==> src/rtl/memmap_ctrl.sv <==
// Data-space controller: routes AVR core accesses to SRAM, a banked window or a small register file.
// Optional keyboard interrupt output enabled by defining MEMMAP_KBIRQ_EN.
module memmap_ctrl #(
  parameter int unsigned       ADDR_W   = 16,
  parameter logic [ADDR_W-1:0] WIN_BASE = 16'hF000,
  parameter int unsigned       WIN_BITS = 12,
  parameter int unsigned       BANK_W   = 8,
  parameter logic [ADDR_W-1:0] IO_BASE  = 16'h0020,
  parameter int unsigned       KB_DEPTH = 8
) (
  input  logic                       clock,
  input  logic                       reset_n,
  input  logic [ADDR_W-1:0]          address,
  input  logic [7:0]                 data_o,
  input  logic                       wren,
  input  logic                       rden,
  output logic [7:0]                 data_i,
  input  logic [7:0]                 q_sram,
  input  logic [7:0]                 q_win,
  output logic                       we_sram,
  output logic                       we_win,
  output logic [BANK_W+WIN_BITS-1:0] win_address,
  output logic [BANK_W-1:0]          bank,
  output logic [7:0]                 cursor_x,
  output logic [7:0]                 cursor_y,
  input  logic                       kb_valid,
  input  logic [7:0]                 kb_data,
  output logic                       kb_ready,
  output logic                       kb_irq
);

  localparam int unsigned PW = $clog2(KB_DEPTH);
  localparam int unsigned CW = $clog2(KB_DEPTH + 1);
  localparam logic [ADDR_W-1:0] IO_HI = IO_BASE + ADDR_W'(4);

  typedef enum logic [1:0] {
    C_SRAM,
    C_WIN,
    C_REG
  } cls_t;

  cls_t          cls;
  cls_t          rd_cls;
  logic          is_reg;
  logic          is_win;
  logic [2:0]    off;
  logic          reg_wr;
  logic [7:0]    reg_rdata;
  logic [7:0]    rd_val;

  logic [7:0]    fifo [KB_DEPTH];
  logic [PW-1:0] wr_ptr;
  logic [PW-1:0] rd_ptr;
  logic [CW-1:0] count;
  logic          full;
  logic          empty;
  logic          ovf;
  logic          push;
  logic          pop;
  logic          ovf_set;
  logic          ovf_clr;

  // Address decode; the register file wins over the window.
  always_comb begin
    is_reg = (address >= IO_BASE) && (address <= IO_HI);
    is_win = address[ADDR_W-1:WIN_BITS] == WIN_BASE[ADDR_W-1:WIN_BITS];
    off    = 3'(address - IO_BASE);
    cls    = C_SRAM;
    unique case (1'b1)
      is_reg:  cls = C_REG;
      is_win:  cls = C_WIN;
      default: cls = C_SRAM;
    endcase
  end

  assign reg_wr      = wren & is_reg;
  assign we_sram     = wren & (cls == C_SRAM);
  assign we_win      = wren & (cls == C_WIN);
  assign win_address = {bank, address[WIN_BITS-1:0]};

  assign full     = count == CW'(KB_DEPTH);
  assign empty    = count == '0;
  assign kb_ready = ~full;

  // A full FIFO still accepts a code when the head leaves in the same cycle.
  assign pop     = rden & is_reg & (off == 3'd4) & ~empty;
  assign push    = kb_valid & (~full | pop);
  assign ovf_set = kb_valid & full & ~pop;
  assign ovf_clr = reg_wr & (off == 3'd3) & data_o[2];

  // Register-file read value, sampled into the read pipeline every cycle.
  always_comb begin
    reg_rdata = 8'h00;
    case (off)
      3'd0:    reg_rdata = 8'(bank);
      3'd1:    reg_rdata = cursor_x;
      3'd2:    reg_rdata = cursor_y;
      3'd3:    reg_rdata = {5'b0, ovf, full, ~empty};
      3'd4:    reg_rdata = empty ? 8'h00 : fifo[rd_ptr];
      default: reg_rdata = 8'h00;
    endcase
  end

  // Writable control registers.
  always_ff @(posedge clock) begin
    if (!reset_n) begin
      bank     <= '0;
      cursor_x <= '0;
      cursor_y <= '0;
    end else if (reg_wr) begin
      case (off)
        3'd0:    bank     <= BANK_W'(data_o);
        3'd1:    cursor_x <= data_o;
        3'd2:    cursor_y <= data_o;
        default: ;
      endcase
    end
  end

  // FIFO storage; contents are don't-care until pushed.
  always_ff @(posedge clock) begin
    if (push) fifo[wr_ptr] <= kb_data;
  end

  // FIFO pointers, occupancy and sticky overflow; a new overflow beats a clear.
  always_ff @(posedge clock) begin
    if (!reset_n) begin
      wr_ptr <= '0;
      rd_ptr <= '0;
      count  <= '0;
      ovf    <= 1'b0;
    end else begin
      if (push) wr_ptr <= wr_ptr + PW'(1);
      if (pop)  rd_ptr <= rd_ptr + PW'(1);
      count <= count + CW'(push) - CW'(pop);
      ovf   <= ovf_set | (ovf & ~ovf_clr);
    end
  end

  // Read pipeline: capture class and register value to match RAM latency.
  always_ff @(posedge clock) begin
    if (!reset_n) begin
      rd_cls <= C_REG;
      rd_val <= 8'h00;
    end else begin
      rd_cls <= cls;
      rd_val <= reg_rdata;
    end
  end

  // Return data mux selected by the captured class.
  always_comb begin
    data_i = rd_val;
    case (rd_cls)
      C_SRAM:  data_i = q_sram;
      C_WIN:   data_i = q_win;
      default: data_i = rd_val;
    endcase
  end

`ifdef MEMMAP_KBIRQ_EN
  logic irq_q;

  // Interrupt follows FIFO-not-empty or overflow, one cycle behind.
  always_ff @(posedge clock) begin
    if (!reset_n) irq_q <= 1'b0;
    else          irq_q <= ~empty | ovf;
  end

  assign kb_irq = irq_q;
`else
  assign kb_irq = 1'b0;
`endif

endmodule
==> config.mk <==
export PLATFORM = sky130hd
export DESIGN_NAME = memmap_ctrl
export DESIGN_NICKNAME = d
export VERILOG_FILES = /design/src/rtl/memmap_ctrl.sv
export SDC_FILE = /design/constraint.sdc
export NUM_CORES = 1
export LEC_CHECK = 0
export CORE_MARGIN = 1.5
export CORE_UTILIZATION = 55
export CTS_CLUSTER_DIAMETER = 120
export DETAILED_ROUTE_END_ITERATION = 16
export PLACE_DENSITY = 0.86
export REMOVE_ABC_BUFFERS = 1
export SLEW_MARGIN = 20
export SYNTH_ARGS = -nofsm -noshare
export SYNTH_HDL_FRONTEND = slang
export SYNTH_SLANG_ARGS = --single-unit
==> constraint.sdc <==
create_clock -name clock -period 4.8 [get_ports clock]
set_input_delay 0.48 -clock clock [delete_from_list [all_inputs] [get_ports clock]]
set_output_delay 0.48 -clock clock [all_outputs]
set_load 0.02 [all_outputs]
== After elaboration in Yosys (flattened, before gate mapping) ==
Memories as Yosys holds them, arrays and structs flattened. A register that Yosys moved wholly into a read port is not among the register bits.
Index checks and enable logic that the tools add are counted.

* Word-level logic and storage cells: 59
* Input bits: 53
* Memories: 1
* Register bits: 45
* Memory bits (writable): 64
* Output and inout port bits: 56

{| class="wikitable"
|+ Memories
! memory !! words !! width !! read ports !! clocked after Yosys merged registers in !! wr ports !! RTL line !! text
|-
| fifo || 8 || 8 || 1 || 1 || 1 || 51 || <nowiki>logic [7:0] fifo [KB_DEPTH];</nowiki>
|}

* Reduce and logical (&&, ||, !) cells: 8
* Mux-type cells: 8
* Equality and inequality tests: 8
* Magnitude comparators: 2
* Add/sub/neg operators: 5
* Bitwise gates (word level): 18

{| class="wikitable"
|+ Operators with widths
! operator !! count
|-
| case mux 8 bit (5 select lines) || 1
|-
| >= comparator 16 x 6 -> 1 bit (second input constant) || 1
|-
| less-or-equal comparator 16 x 6 -> 1 bit (second input constant) || 1
|-
| case mux 8 bit (2 select lines) || 1
|-
| bitwise AND 1 bit || 12
|-
| == test 4 bit (second input constant) || 2
|-
| two-way mux 8 bit || 1
|-
| adder 3 x 1 -> 3 bit (second input constant) || 2
|-
| == test 3 x 2 -> 1 bit (second input constant) || 2
|-
| two-way mux 3 bit || 2
|-
| AND reduction 2 bit || 3
|-
| adder 4 x 1 -> 4 bit || 1
|-
| == test 2 x 1 -> 1 bit (second input constant) || 2
|-
| zero test 2 bit || 2
|-
| zero test 4 bit || 1
|-
| NOT 1 bit || 4
|-
| case mux 2 bit (2 select lines) || 1
|-
| subtractor 4 x 1 -> 4 bit || 1
|-
| == test 3 x 1 -> 1 bit (second input constant) || 1
|-
| == test 3 bit (second input constant) || 1
|-
| zero test 3 bit || 1
|-
| subtractor 3 x 1 -> 3 bit (second input constant) || 1
|-
| two-way mux 1 bit || 2
|-
| bitwise OR 1 bit || 2
|-
| logical AND 1 bit || 1
|}

== Logic depth before layout (Yosys ltp) ==
* Word-level depth: 9
* Depth in mapped cells: 11
* Depth with buffers taken out: 11

== Worst setup path before layout ==
Ideal clock, no wire load.

* Path type: input port to flip-flop
* Start point: input address[11]
* End point: memory fifo[0][0], enable pin
* Stages: 4
* Setup slack: 2.230 ns
* Setup time: 0.395 ns
* Data arrival time: 2.176 ns
* Path through: nor3_1 -> and4_1 -> a21oi_1 -> nor4_1

* Longest elaborated chain between the ends: 9
* Elaborated cells between the ends (all ways): 10
* Those cells by class: 2 x order compare; 2 x mux; 5 x bitwise; 1 x reduce/logical

{| class="wikitable"
|+ Ends and longest elaborated chain
! what !! RTL line !! text
|-
| from (decl) || 13 || <nowiki>input logic [ADDR_W-1:0] address,</nowiki>
|-
| >= comparator 16 x 6 -> 1 bit or less-or-equal comparator 16 x 6 -> 1 bit (tied branches) || 65 || <nowiki>is_reg = (address >= IO_BASE) && (address <= IO_HI);</nowiki>
|-
| logical AND 1 bit (*) || 65 ||
|-
| bitwise AND 1 bit (*) (3 in a row) || 86 || <nowiki>assign pop = rden & is_reg & (off == 3'd4) & ~empty;</nowiki>
|-
| bitwise OR 1 bit (*) || 87 || <nowiki>assign push = kb_valid & (~full | pop);</nowiki>
|-
| bitwise AND 1 bit (*) || 87 ||
|-
| two-way mux 1 bit (*) || 122 || <nowiki>if (push) fifo[wr_ptr] <= kb_data;</nowiki>
|-
| two-way mux 1 bit (not written as such) (*) || 122 ||
|-
| to (decl) || 51 ||
|}

Every way passes the cells marked *; elsewhere a longest branch is shown, timed or not.

== Final worst setup path ==
* Start point: input address[11]
* End point: output we_sram

* Longest elaborated chain between the ends: 5
* Elaborated cells between the ends (all ways): 6
* Those cells by class: 2 x order compare; 1 x mux; 1 x bitwise; 2 x reduce/logical

{| class="wikitable"
|+ Ends and longest elaborated chain
! what !! RTL line !! text
|-
| >= comparator 16 x 6 -> 1 bit or less-or-equal comparator 16 x 6 -> 1 bit (tied branches) || 65 ||
|-
| logical AND 1 bit (*) || 65 ||
|-
| case mux 2 bit (2 select lines) (*) || 69 || <nowiki>unique case (1'b1)</nowiki>
|-
| zero test 2 bit (*) || 77 || <nowiki>assign we_sram = wren & (cls == C_SRAM);</nowiki>
|-
| bitwise AND 1 bit (*) || 77 ||
|-
| to (decl) || 20 || <nowiki>output logic we_sram,</nowiki>
|}

Marks and branches as above.

==> summary.md <==
| Metric | Value |
|---|---|
| Outcome | finished clean |
| Levels on crit path | 6 |
| DRT iter0 DRCs | ~240 |
| R2r worst-path depth | 10 |
| #FFs+latches synth | 112 |
| Gpl congestion | about 0.76 |
| Htree depth | 3 |
| Synth cell types | 43 |
| Crit Reg-Reg Startpoint | count[2] |
| Setup WS post-layout | 1.81 ns |
| First-pass DRT Iterations | 5 |
| HPWL after DPL | around 7700 um |
| Reg area | 2880 sq um |
| Fin nets | 532 |
| Grt ovf | 0 |
| Synth warnings | 0 |
| Total Neg Setup Slack | 0 ns |
| CTS sink count | 112 |
| P_int | ~1400 uW |
| I/O pin cnt | 109 |
| Area taken by multi-input logic gates | roughly 1800 sq um |
| Crit-path max FO | 4 |
| Slew Viols, Final | 0 |
| Worst-case clock buffer depth | 2 |
| Critical path type | input port to output pin |
| Mean Syn Cell Area | 13.1 sq um |
| HP Class | flip-flop to flip-flop |
| Register share of total power | a little under three fifths |
| CP required | 4.32 ns |
| Switching part of the total | 26.5% |
| Clock share of power | between 20% and 30% |
| Highest Clock Rate | 334 MHz |
| Clk root buf | clkbuf_8 |
| Sequential share of the synthesized area | 58.0% |
| Largest net degree at the start of global routing | 45 |
| IO buf count | 107 |
| CP cell instances | clkdlybuf4s50_1 > nor3_1 > and4_1 > nand2_1 > and3_1 > clkdlybuf4s50_1 |
| Final wirelength | 10400 um |
| Actual slew at the worst max-slew pin | about 1 ns |
| Cell count after synthesis | 380 |
| Crit-path slowest cell | clkdlybuf4s50_1 |
| Die Area | 9610 sq um |
| Core area | 8720 sq um |
| Leak | 0.00210 uW |
| Post-route ant nets | 0 |
| Vias/cell | 5.65 |
| Cell Pwr Density | between 300 and 400 nW/um^2 |
| Total power | 1910 uW |
| # DRC | 0 |
| Initial antenna violation count | 0 |
| Max-Cap Viols | 0 |
| Top FF cell, synth | edfxtp_1 |
| Startpoint Class | input port |
| Cell Rows | 34 |
| Layout Area Growth over Synthesis | 25.3% |
| Global-route wire length before repair | 16800 um |
| Crit. Startpoint | address[11] |
| Reg clk slew, reported paths | approximately 0.11 ns |
| WL/cell | 17.7 um |
| Fin. Hold Viols | 0 |
| Via Count | about 3300 |
| Die height | 98.0 um |
| Vias in the first global route | 3352 |
| Pre-CTS setup slack | about 1.6 ns |
| Worst VDD drop | 0.179 mV |
| Buf/Inv on CP | 2 |
| Synth async-reset ratio | 0% |
| # diodes | 0 |
| RSZ-0062 raised after global routing | false |
| CTS tree | done |
| Post-CTS sizing | 0 |
| Endpoints failing setup | 0 |
| Initial core utilization | between 50% and 60% |
| # hold bufs at CTS | 0 |
| Slew Limit Headroom | a little under a third |
| Logic pwr share | about 15% |
| Post-Syn Area | ~5000 sq um |
| CP delay by family, top | simple AND/OR/NAND/NOR gates |
| CP endpoint kind | output pin |
| Fillers | 560 |
| Worst-Skew Late Latency | 0.37 ns |
| Total CTS buffers | 9 |
| Post-synth EDFFs | between 60 and 70 |
| Share of cells above drive strength 1 | 11.3% |
| Most frequent CP cell | clkdlybuf4s50_1 |
| Hold Startpoint | cursor_y[2] |
| Arrival time at the worst endpoint | 2.51 ns |
| GRT Util Overall | around 22% |
| Fin crit share | roughly 62% |
| Hold Path Stages | 2 |
| Max incr delay on CP | 0.56 ns |
| NetSw | just over 500 uW |
| Min Tclk post-route | 2.99 ns |
| Postcts setup bufs | 0 |
| Skew final | 0.0151 ns |
| Chip width | 98.0 um |
## power by group through the flow
| stage | combinational [uW] | sequential [uW] | clock [uW] |
|---|---|---|---|
| 2_1_floorplan | 147 | 1100 | 0 |
| 3_3_place_gp | 282 | 1100 | 0 |
| 3_5_place_dp | 292 | 1100 | 0 |
| 4_1_cts | 295 | 1080 | 541 |
| 5_1_grt | 320 | 1080 | 577 |
| 6_report | 294 | 1080 | 536 |
## synth_stat cells (4+ instances only)
cell type / n / area (sq um)
o21ai_0: 17 / 85.1
o22ai_1: 5 / 31.3
ha_1: 7 / 87.6
buf_4: 21 / 158
clkbuf_1: 10 / 37.5
edfxtp_1: 64 / 1920
mux4_2: 19 / 428
nor2_1: 10 / 37.5
a21oi_1: 12 / 60.1
nor3_1: 7 / 35.0
buf_2: 4 / 20.0
inv_1: 7 / 26.3
dfxtp_1: 48 / 961
nand2_1: 52 / 195
nand2b_1: 7 / 43.8
nand3_1: 6 / 30.0
mux2i_1: 48 / 480
## tightest hold or removal path: stages (launching register included)
cell and delay [ns]:
dfxtp_1 0.34, nand2_1 0.05, mux2i_1 0.05
## registers in the layout, indices dropped and copies added (netlist names), named ones only
register and flops:
fifo 64, bank 8, cursor_x 8, cursor_y 8, rd_val 8, count 4
rd_ptr 3, wr_ptr 3, rd_cls 2, ovf 1
## routing by layer
metal  share of wire, %  global-route usage [%]
met5                  0                       0
met4                1.6                    8.35
met3                5.7                    3.44
met2                 51                    38.6
met1                 42                    28.6
## cell type report
class / instances / area share (%)
flip-flops and latches: 112 / 46.3
multi-input cells: 223 / 29.5
repair buffers: 117 / 18.4
well taps: 108 / 2.17
clock buffers: 9 / 1.99
clock inverters: 7 / 1.11
inverters: 8 / 0.482
## cells by family after synthesis
kind of cell    after synthesis  synth area share (%)
xor+xnor                      2                 0.353
flops                       112                  58.0
mux                          67                  18.3
compound gates               39                  4.33
simple gates                106                  11.5
other cells                   1                0.0755
buf+inv                      45                  5.24
fa+ha+maj                     8                  2.17
## metrics by stage
step | cell area, sq um | std cells | util, % | hold slack (ns)
after floorplan | 4740 | 343 | - | 0.435
after global placement | 6030 | 568 | 69.1 | 0.460
after detailed placement | 6030 | 568 | 69.1 | 0.467
after CTS | 6220 | 584 | 71.3 | 0.481
after global routing | 6220 | 584 | 71.4 | 0.504
final | 6220 | 584 | 71.4 | 0.480
## path summary, 6_finish.rpt
| check | slack, ns | endpoint |
|---|---|---|
| max | 1.81 | we_sram |
| min | 0.48 | cursor_y[2] |
| max reg2reg | 2.23 | count[2] |
| min reg2reg | 0.48 | cursor_y[2] |
## cell usage in the layout (no fill, tap or decap), types with 9 or more instances in the layout
cell type        count
clkdlybuf4s50_1    107
edfxtp_1            64
nand2_1             52
mux2i_1             48
dfxtp_1             47
mux4_2              19
o21ai_0             17
a21oi_1             12
nor2_1              10
buf_4               10
clkbuf_8             9
Note: power is estimated with default switching activity, not from simulation.
